**config.mk**
```make
export PLATFORM = sky130hd
export DESIGN_NAME = pattern_sequencer
export DESIGN_NICKNAME = d
export VERILOG_FILES = /design/src/rtl/pattern_sequencer.sv
export SDC_FILE = /design/constraint.sdc
export NUM_CORES = 1
export LEC_CHECK = 0
export CAP_MARGIN = 20
export CORE_AREA = 2 2 68 70
export CTS_BUF_LIST = sky130_fd_sc_hd__clkbuf_8
export CTS_CLUSTER_SIZE = 25
export DETAILED_ROUTE_END_ITERATION = 7
export DIE_AREA = 0 0 70 72
export HOLD_SLACK_MARGIN = 0.15
export PLACE_DENSITY = 0.68
export SYNTH_ARGS = -nofsm -noshare
export SYNTH_HDL_FRONTEND = slang
export SYNTH_SLANG_ARGS = --single-unit
```
**constraint.sdc**
```tcl
create_clock -name clk -period 2.4 [get_ports clk]
set_input_delay 0.36 -clock clk [delete_from_list [all_inputs] [get_ports clk]]
set_output_delay 0.36 -clock clk [all_outputs]
set_load 0.005 [all_outputs]
```
**src/rtl/pattern_sequencer.sv**
```systemverilog
// Frame-synchronous scheduler: selects one pattern generator at a time and ramps its
// shared speed down, blanks, advances the selection, then ramps back up.
module pattern_sequencer #(
    parameter int NUM_PATTERNS = 4,
    parameter int SEL_W        = 2,
    parameter int DWELL_FRAMES = 600,
    parameter int BLANK_FRAMES = 8
) (
    input  logic                    clk,
    input  logic                    rst,
    input  logic                    next_frame,
    input  logic                    btn_next,
    input  logic                    auto_en,
    input  logic [2:0]              speed_max,
    output logic [SEL_W-1:0]        pattern_sel,
    output logic [NUM_PATTERNS-1:0] pattern_enable,
    output logic [2:0]              step_size,
    output logic                    blank,
    output logic [1:0]              state
);

    // state     | meaning
    // RAMP_UP   | step_size climbs toward speed_max, one step per frame
    // RUN       | step_size follows speed_max; waits for a button or dwell timeout
    // RAMP_DOWN | step_size falls to 0, one step per frame
    // BLANK     | output forced black for BLANK_FRAMES frames, then selection advances
    localparam logic [1:0] S_RAMP_UP   = 2'd0;
    localparam logic [1:0] S_RUN       = 2'd1;
    localparam logic [1:0] S_RAMP_DOWN = 2'd2;
    localparam logic [1:0] S_BLANK     = 2'd3;

    localparam logic [15:0]      DWELL_LAST = 16'(DWELL_FRAMES - 1);
    localparam logic [7:0]       BLANK_LAST = 8'(BLANK_FRAMES - 1);
    localparam logic [SEL_W-1:0] SEL_LAST   = SEL_W'(NUM_PATTERNS - 1);

    logic [1:0]              state_q, state_d;
    logic [SEL_W-1:0]        sel_q, sel_d;
    logic [NUM_PATTERNS-1:0] en_q, en_d;
    logic [2:0]              step_q, step_d;
    logic                    blank_q, blank_d;
    logic [15:0]             dwell_q, dwell_d;
    logic [7:0]              bcnt_q, bcnt_d;
    logic                    pending_q, pending_d;
    logic                    trig;

    always_comb begin
        state_d   = state_q;
        sel_d     = sel_q;
        step_d    = step_q;
        blank_d   = blank_q;
        dwell_d   = dwell_q;
        bcnt_d    = bcnt_q;
        pending_d = pending_q;
        trig      = pending_q | btn_next | (auto_en & (dwell_q == DWELL_LAST));

        // A button between frames is remembered so it is acted on at the next frame.
        if (btn_next && (state_q == S_RAMP_UP || (state_q == S_RUN && !next_frame)))
            pending_d = 1'b1;

        if (next_frame) begin
            case (state_q)
                S_RAMP_UP: begin
                    if (step_q < speed_max) begin
                        step_d = step_q + 3'd1;
                    end else begin
                        state_d = S_RUN;
                        step_d  = speed_max;
                        dwell_d = '0;
                    end
                end
                S_RUN: begin
                    step_d = speed_max;
                    if (trig) begin
                        state_d   = S_RAMP_DOWN;
                        dwell_d   = '0;
                        pending_d = 1'b0;
                    end else if (auto_en && dwell_q != 16'hFFFF) begin
                        dwell_d = dwell_q + 16'd1;
                    end
                end
                S_RAMP_DOWN: begin
                    if (step_q != 3'd0) begin
                        step_d = step_q - 3'd1;
                    end else begin
                        state_d = S_BLANK;
                        blank_d = 1'b1;
                        bcnt_d  = '0;
                    end
                end
                default: begin
                    bcnt_d = bcnt_q + 8'd1;
                    if (bcnt_q == BLANK_LAST) begin
                        sel_d   = (sel_q == SEL_LAST) ? '0 : sel_q + 1'b1;
                        blank_d = 1'b0;
                        state_d = S_RAMP_UP;
                    end
                end
            endcase
        end

        for (int i = 0; i < NUM_PATTERNS; i++)
            en_d[i] = (32'(sel_d) == i);
    end

    always_ff @(posedge clk) begin
        if (rst) begin
            state_q   <= S_RAMP_UP;
            sel_q     <= '0;
            en_q      <= NUM_PATTERNS'(1);
            step_q    <= '0;
            blank_q   <= 1'b0;
            dwell_q   <= '0;
            bcnt_q    <= '0;
            pending_q <= 1'b0;
        end else begin
            state_q   <= state_d;
            sel_q     <= sel_d;
            en_q      <= en_d;
            step_q    <= step_d;
            blank_q   <= blank_d;
            dwell_q   <= dwell_d;
            bcnt_q    <= bcnt_d;
            pending_q <= pending_d;
        end
    end

    assign pattern_sel    = sel_q;
    assign pattern_enable = en_q;
    assign step_size      = step_q;
    assign blank          = blank_q;
    assign state          = state_q;

endmodule

```
======== After elaboration in Yosys (flattened, before gate mapping) ========
Index checks and enable logic that the tools add are counted.
operators by class
  equality and inequality tests ........... 14
  add/subtract/negate cells ............... 5
  reduce and logical (&&, ||, !) cells .... 19
  bitwise operators ....................... 4
  order comparisons ....................... 1
  multiplexer cells ....................... 25
operators by type and width
  cell                                                                     number
  16-bit two-way mux                                                       3
  16-bit one-hot mux with 2 select lines                                   1
  16-bit by 1-bit adder with 16-bit output, second input constant          1
  16-bit by 10-bit equality test with 1-bit output, second input constant  1
  2-bit two-way mux                                                        8
  16-bit inequality test, second input constant                            1
  8-bit one-hot mux with 2 select lines                                    1
  3-bit one-hot mux with 3 select lines                                    1
  8-bit by 1-bit adder with 8-bit output, second input constant            1
  2-bit equality test, second input constant                               4
  8-bit by 3-bit equality test with 1-bit output, second input constant    1
  8-bit two-way mux                                                        1
  2-bit inequality test, second input constant                             4
  4-bit AND reduction                                                      2
  1-bit two-way mux                                                        6
  3-bit two-way mux                                                        2
  2-bit one-hot mux with 3 select lines                                    1
  3-bit AND reduction                                                      2
  3-bit nonzero test                                                       2
  5-bit AND reduction                                                      1
  2-bit by 1-bit equality test with 1-bit output, second input constant    2
  2-bit logical NOT                                                        2
  2-bit nonzero test                                                       2
  4-bit nonzero test                                                       1
  14 further kinds                                                         17
word-level totals
  output and inout bits ................... 12
  register bits ........................... 37
  bits of input ports ..................... 8

======== Logic depth before layout (Yosys ltp) ========
Gate-level depths: netlist of the first run.
  depth in word-level cells ............... 8
  gate-level depth with buffers ........... 9
  gate-level depth less buffers ........... 8

======== Worst setup path after synthesis of the first run ========
Ideal clock, no wire load.
  path kind ............................... reg-to-reg
  start ................................... register state_q[0] (netlist: state[0])
  end ..................................... register dwell_q[14]
  library setup time ...................... 0.070 ns
  stages on the path, launching flop included .. 9
  data required time ...................... 2.330 ns
  period minus slack after synthesis ...... 2.050 ns
  buffers on the path ..................... 0
  slack ................................... 0.350 ns
  arrival ................................. 1.979 ns
  cell sequence ........................... dfxtp_1 > inv_1 > ha_1 > nand2b_1 > a211oi_1 > a211o_1 > or2_1 > or4_1 > a21oi_1
on the way
  word-level cells in the longest chain between the ends .. 3
  elaborated cells on any way between the ends .. 7
ends and longest elaborated chain
  item                                                                                       RTL line  RTL
  start, declared                                                                            36        logic [1:0] state_q, state_d;
  start signal, assigned                                                                     116       state_q <= state_d;
  2-bit by 1-bit equality test with 1-bit output or 2-bit logical NOT (tied branches)        61        case (state_q)
  3-bit by 2-bit inequality test with 1-bit output (no source line) (tied with other cells)  --
  4-bit AND reduction (no source line)                                                       --
  end signal, assigned                                                                       121       dwell_q <= dwell_d;
  end, declared                                                                              41        logic [15:0] dwell_q, dwell_d;
Parallel ways exist; a longest one is shown, timed or not.
A chain may end at the register's enable or synchronous reset.

======== Worst setup path in the final report of the first run ========
  start ................................... input speed_max[1]
  end ..................................... register dwell_q[14]
on the way
  word-level cells in the longest chain between the ends .. 3
ends and longest elaborated chain
  item                                    RTL line  RTL
  start, declared                         14        input logic [2:0] speed_max,
  3-bit < comparator                      63        if (step_q < speed_max) begin
  2-bit inequality test (no source line)  --
  4-bit AND reduction (no source line)    --
No other way between the ends.

==> results of run 1 <==
[report_power, final]
group	internal, W	switching [W]
sequential	0.000661	0.0000444
clock	0.000260	0.000237
combinational	0.000480	0.000478
[registers in the layout, indices dropped and copies added (netlist names)]
name and count:
pending_q 1, bcnt_q 8, step_size 3, pattern_enable 4
state 2, blank 1, dwell_q 16, pattern_sel 2
[cell usage in the layout, fill, tap and decap left out, types with 3 or more instances in the layout]
cell and instances:
a211oi_1 4, a21oi_1 20, a31oi_1 4, a32oi_1 3, and4_1 5, buf_4 25, clkbuf_8 7, clkdlybuf4s50_1 19
dfxtp_1 37, ha_1 11, inv_1 9, mux2i_1 4, nand2_1 19, nand3_1 11, nand3b_1 5, nand4_1 6
nor2_1 34, nor2b_1 3, nor3_1 6, o21ai_0 16, or3_1 4, or4_1 3, xnor2_1 3, xor2_1 6
[per-stage QoR]
| stage | instances | setup WS (ns) |
|---|---|---|
| 5_1_grt | 359 | 0.0478 |
| 6_report | 359 | 0.210 |
| 2_1_floorplan | 264 | 0.350 |
| 3_5_place_dp | 351 | -0.0954 |
| 4_1_cts | 359 | 0.188 |
| 3_3_place_gp | 351 | -0.0501 |
[tightest hold or removal path, stage by stage, from the launching register on]
cell,delay [ns]
dfxtp_1,0.33
a22oi_1,0.06
nor2_1,0.08
[cells by family (layout without fill, tap and decap cells)]
kind of cell	after synthesis	after routing	synth area share, %
and+or+nand+nor	116	116	29.0
AOI/OAI and AO/OA	66	66	20.2
DFF	37	37	33.9
buffers and inverters	18	61	3.55
adders and majority gates	12	12	6.88
xor gates and xnor gates	9	9	3.61
muxes	6	6	2.87
[final cells by class]
| class | instances | area share [%] |
|---|---|---|
| repair buffers | 44 | 14.1 |
| well taps | 52 | 2.42 |
| clock buffers | 7 | 3.59 |
| inverters | 9 | 1.26 |
| clock inverters | 1 | 0.186 |
| multi-input cells | 209 | 50.9 |
| flip-flops and latches | 37 | 27.6 |
[final timing paths]
kind / startpoint / to / slack [ns] / cells after the start
setup / recovery: speed_max[1] / dwell_q[14] / 0.21 / 8
hold / removal: blank / blank / 0.51 / 2
hold reg to reg: blank / blank / 0.51 / 2
setup reg to reg: dwell_q[11] / dwell_q[7] / 0.26 / 5
[repair_timing]
item	in CTS	in global routing
buffers inserted	0	0
resized for setup	0	1
setup endpoints to repair	0	3
hold buffers	0	0
[metal layers]
| layer | track usage [%] | part of all wire, % |
|---|---|---|
| met3 | 4.72 | 3.3 |
| met1 | 29.0 | 50 |
| met4 | 8.33 | 1.6 |
| met5 | 0 | 0 |
| met2 | 34.1 | 45 |
==> run metrics, run 1 <==
status=completed; final hold slack=0.506 ns; Placed Area=0.00258 mm^2; Leak=1.03 nW; Gate Count Post-Synth=264; GRT overflow=0; slowest CP cell=clkdlybuf4s50_1; Fillers=400; critical path class=input port to register; Clock transition at path regs=0.08 ns; n_diodes=0; Sink Count=37; Max-cap violations=0; Design Area, Final=0.00269 mm^2; CP arrival=2.42 ns; initial antenna violation count=0; unrepaired setup endpoints after global routing=false; number of synthesized register bits=37; asr flop ratio synth=0%; Worst path top cell family by delay=simple AND/OR/NAND/NOR gates; share of the synthesized area in the top cell type=33.9%; Synth area leaders=dfxtp_1 (34%), ha_1 (6.9%), nor2_1 (5.8%); IO Count=20; post-synthesis cell type count=54; crit-path cells=clkdlybuf4s50_1 > inv_1 > ha_1 > a211oi_1 > a211o_1 > or2_1 > or4_1 > a21oi_1; TritonCTS Buffers=5; Buf/Inv on CP=2; Die H=72 um; die extent in x=70 um; # setup viols final=0; Period minus WS final=2.19 ns; Max FO, Critical Path=5; Area Growth Syn to Fin=23.0%; startpoint types=input port; H-tree levels=2; DR vias/cell=5.85; nets=326; Final Skew=0.00787 ns; period utilization=91.2%; Yosys warnings=0; DRC=0; largest net degree at the start of global routing=22; Core Area=0.00426 mm^2; Clock Tree Buf Depth=2; first-pass GRT wire length=8790 um; total die area=0.00504 mm^2; Relative slew margins=61.1%; clk root buf=clkbuf_8; Syn Std Cell Area=0.00218 mm^2; Post-synth EDFFs=0; Port-buffer cells=19; worst vdd rail ir drop=512 uV; clk_lat worst skew=0.30 ns; setup_tns=0 ns; CTS tree=built; most frequent cell after synthesis=dfxtp_1; initial core utilization=51.2%; Tot Pwr=0.00216 W; crit end category=register; vias in the first global route=1890; Post-DP HPWL=3730 um; FMAX=457 MHz; share of cells above drive strength 1=14.7%; Hold Path Class=register to register; Multi-input gate area=0.00137 mm^2; Required @ worst endpoint=2.63 ns; syn nets=284; sequential area share after synthesis=33.9%; Routed WL per cell=14.4 um; post-synth top area cell=dfxtp_1; worst-margin pin slew=0.582 ns; Hold Fails Final Rpt=0; synth cell count leaders=dfxtp_1 (37), nor2_1 (34), a21oi_1 (20); Iter 0 DRT Violations=129; Final Util=63.0%; Routed Antenna Nets=0; Total GRT Usage=21.6%; fin. max-slew vios=0; Mean Syn Cell Area=8.27 um^2; Vias=2099; row cnt=24; power density over the cells=804 mW/mm^2; gp weighted congestion=0.766; Top FF cell, synth=dfxtp_1; 1st-pass router iterations=4; Reg area=741 um^2; CP max stage delay=0.48 ns; overall routed net length=5170 um
Power figures use the tool's default switching activity.
==> run 2, diff against run 1 <==
CTS_CLUSTER_DIAMETER = 30   (was default)
==> results of run 2 <==
Final layout, timing and power as in run 1 (identical DEF).
==> run 3, diff against run 2 <==
ABC_AREA = 0   (was default)
CAP_MARGIN = 10   (was 20)
==> results of run 3 <==
Final layout, timing and power as in run 1 (identical DEF).
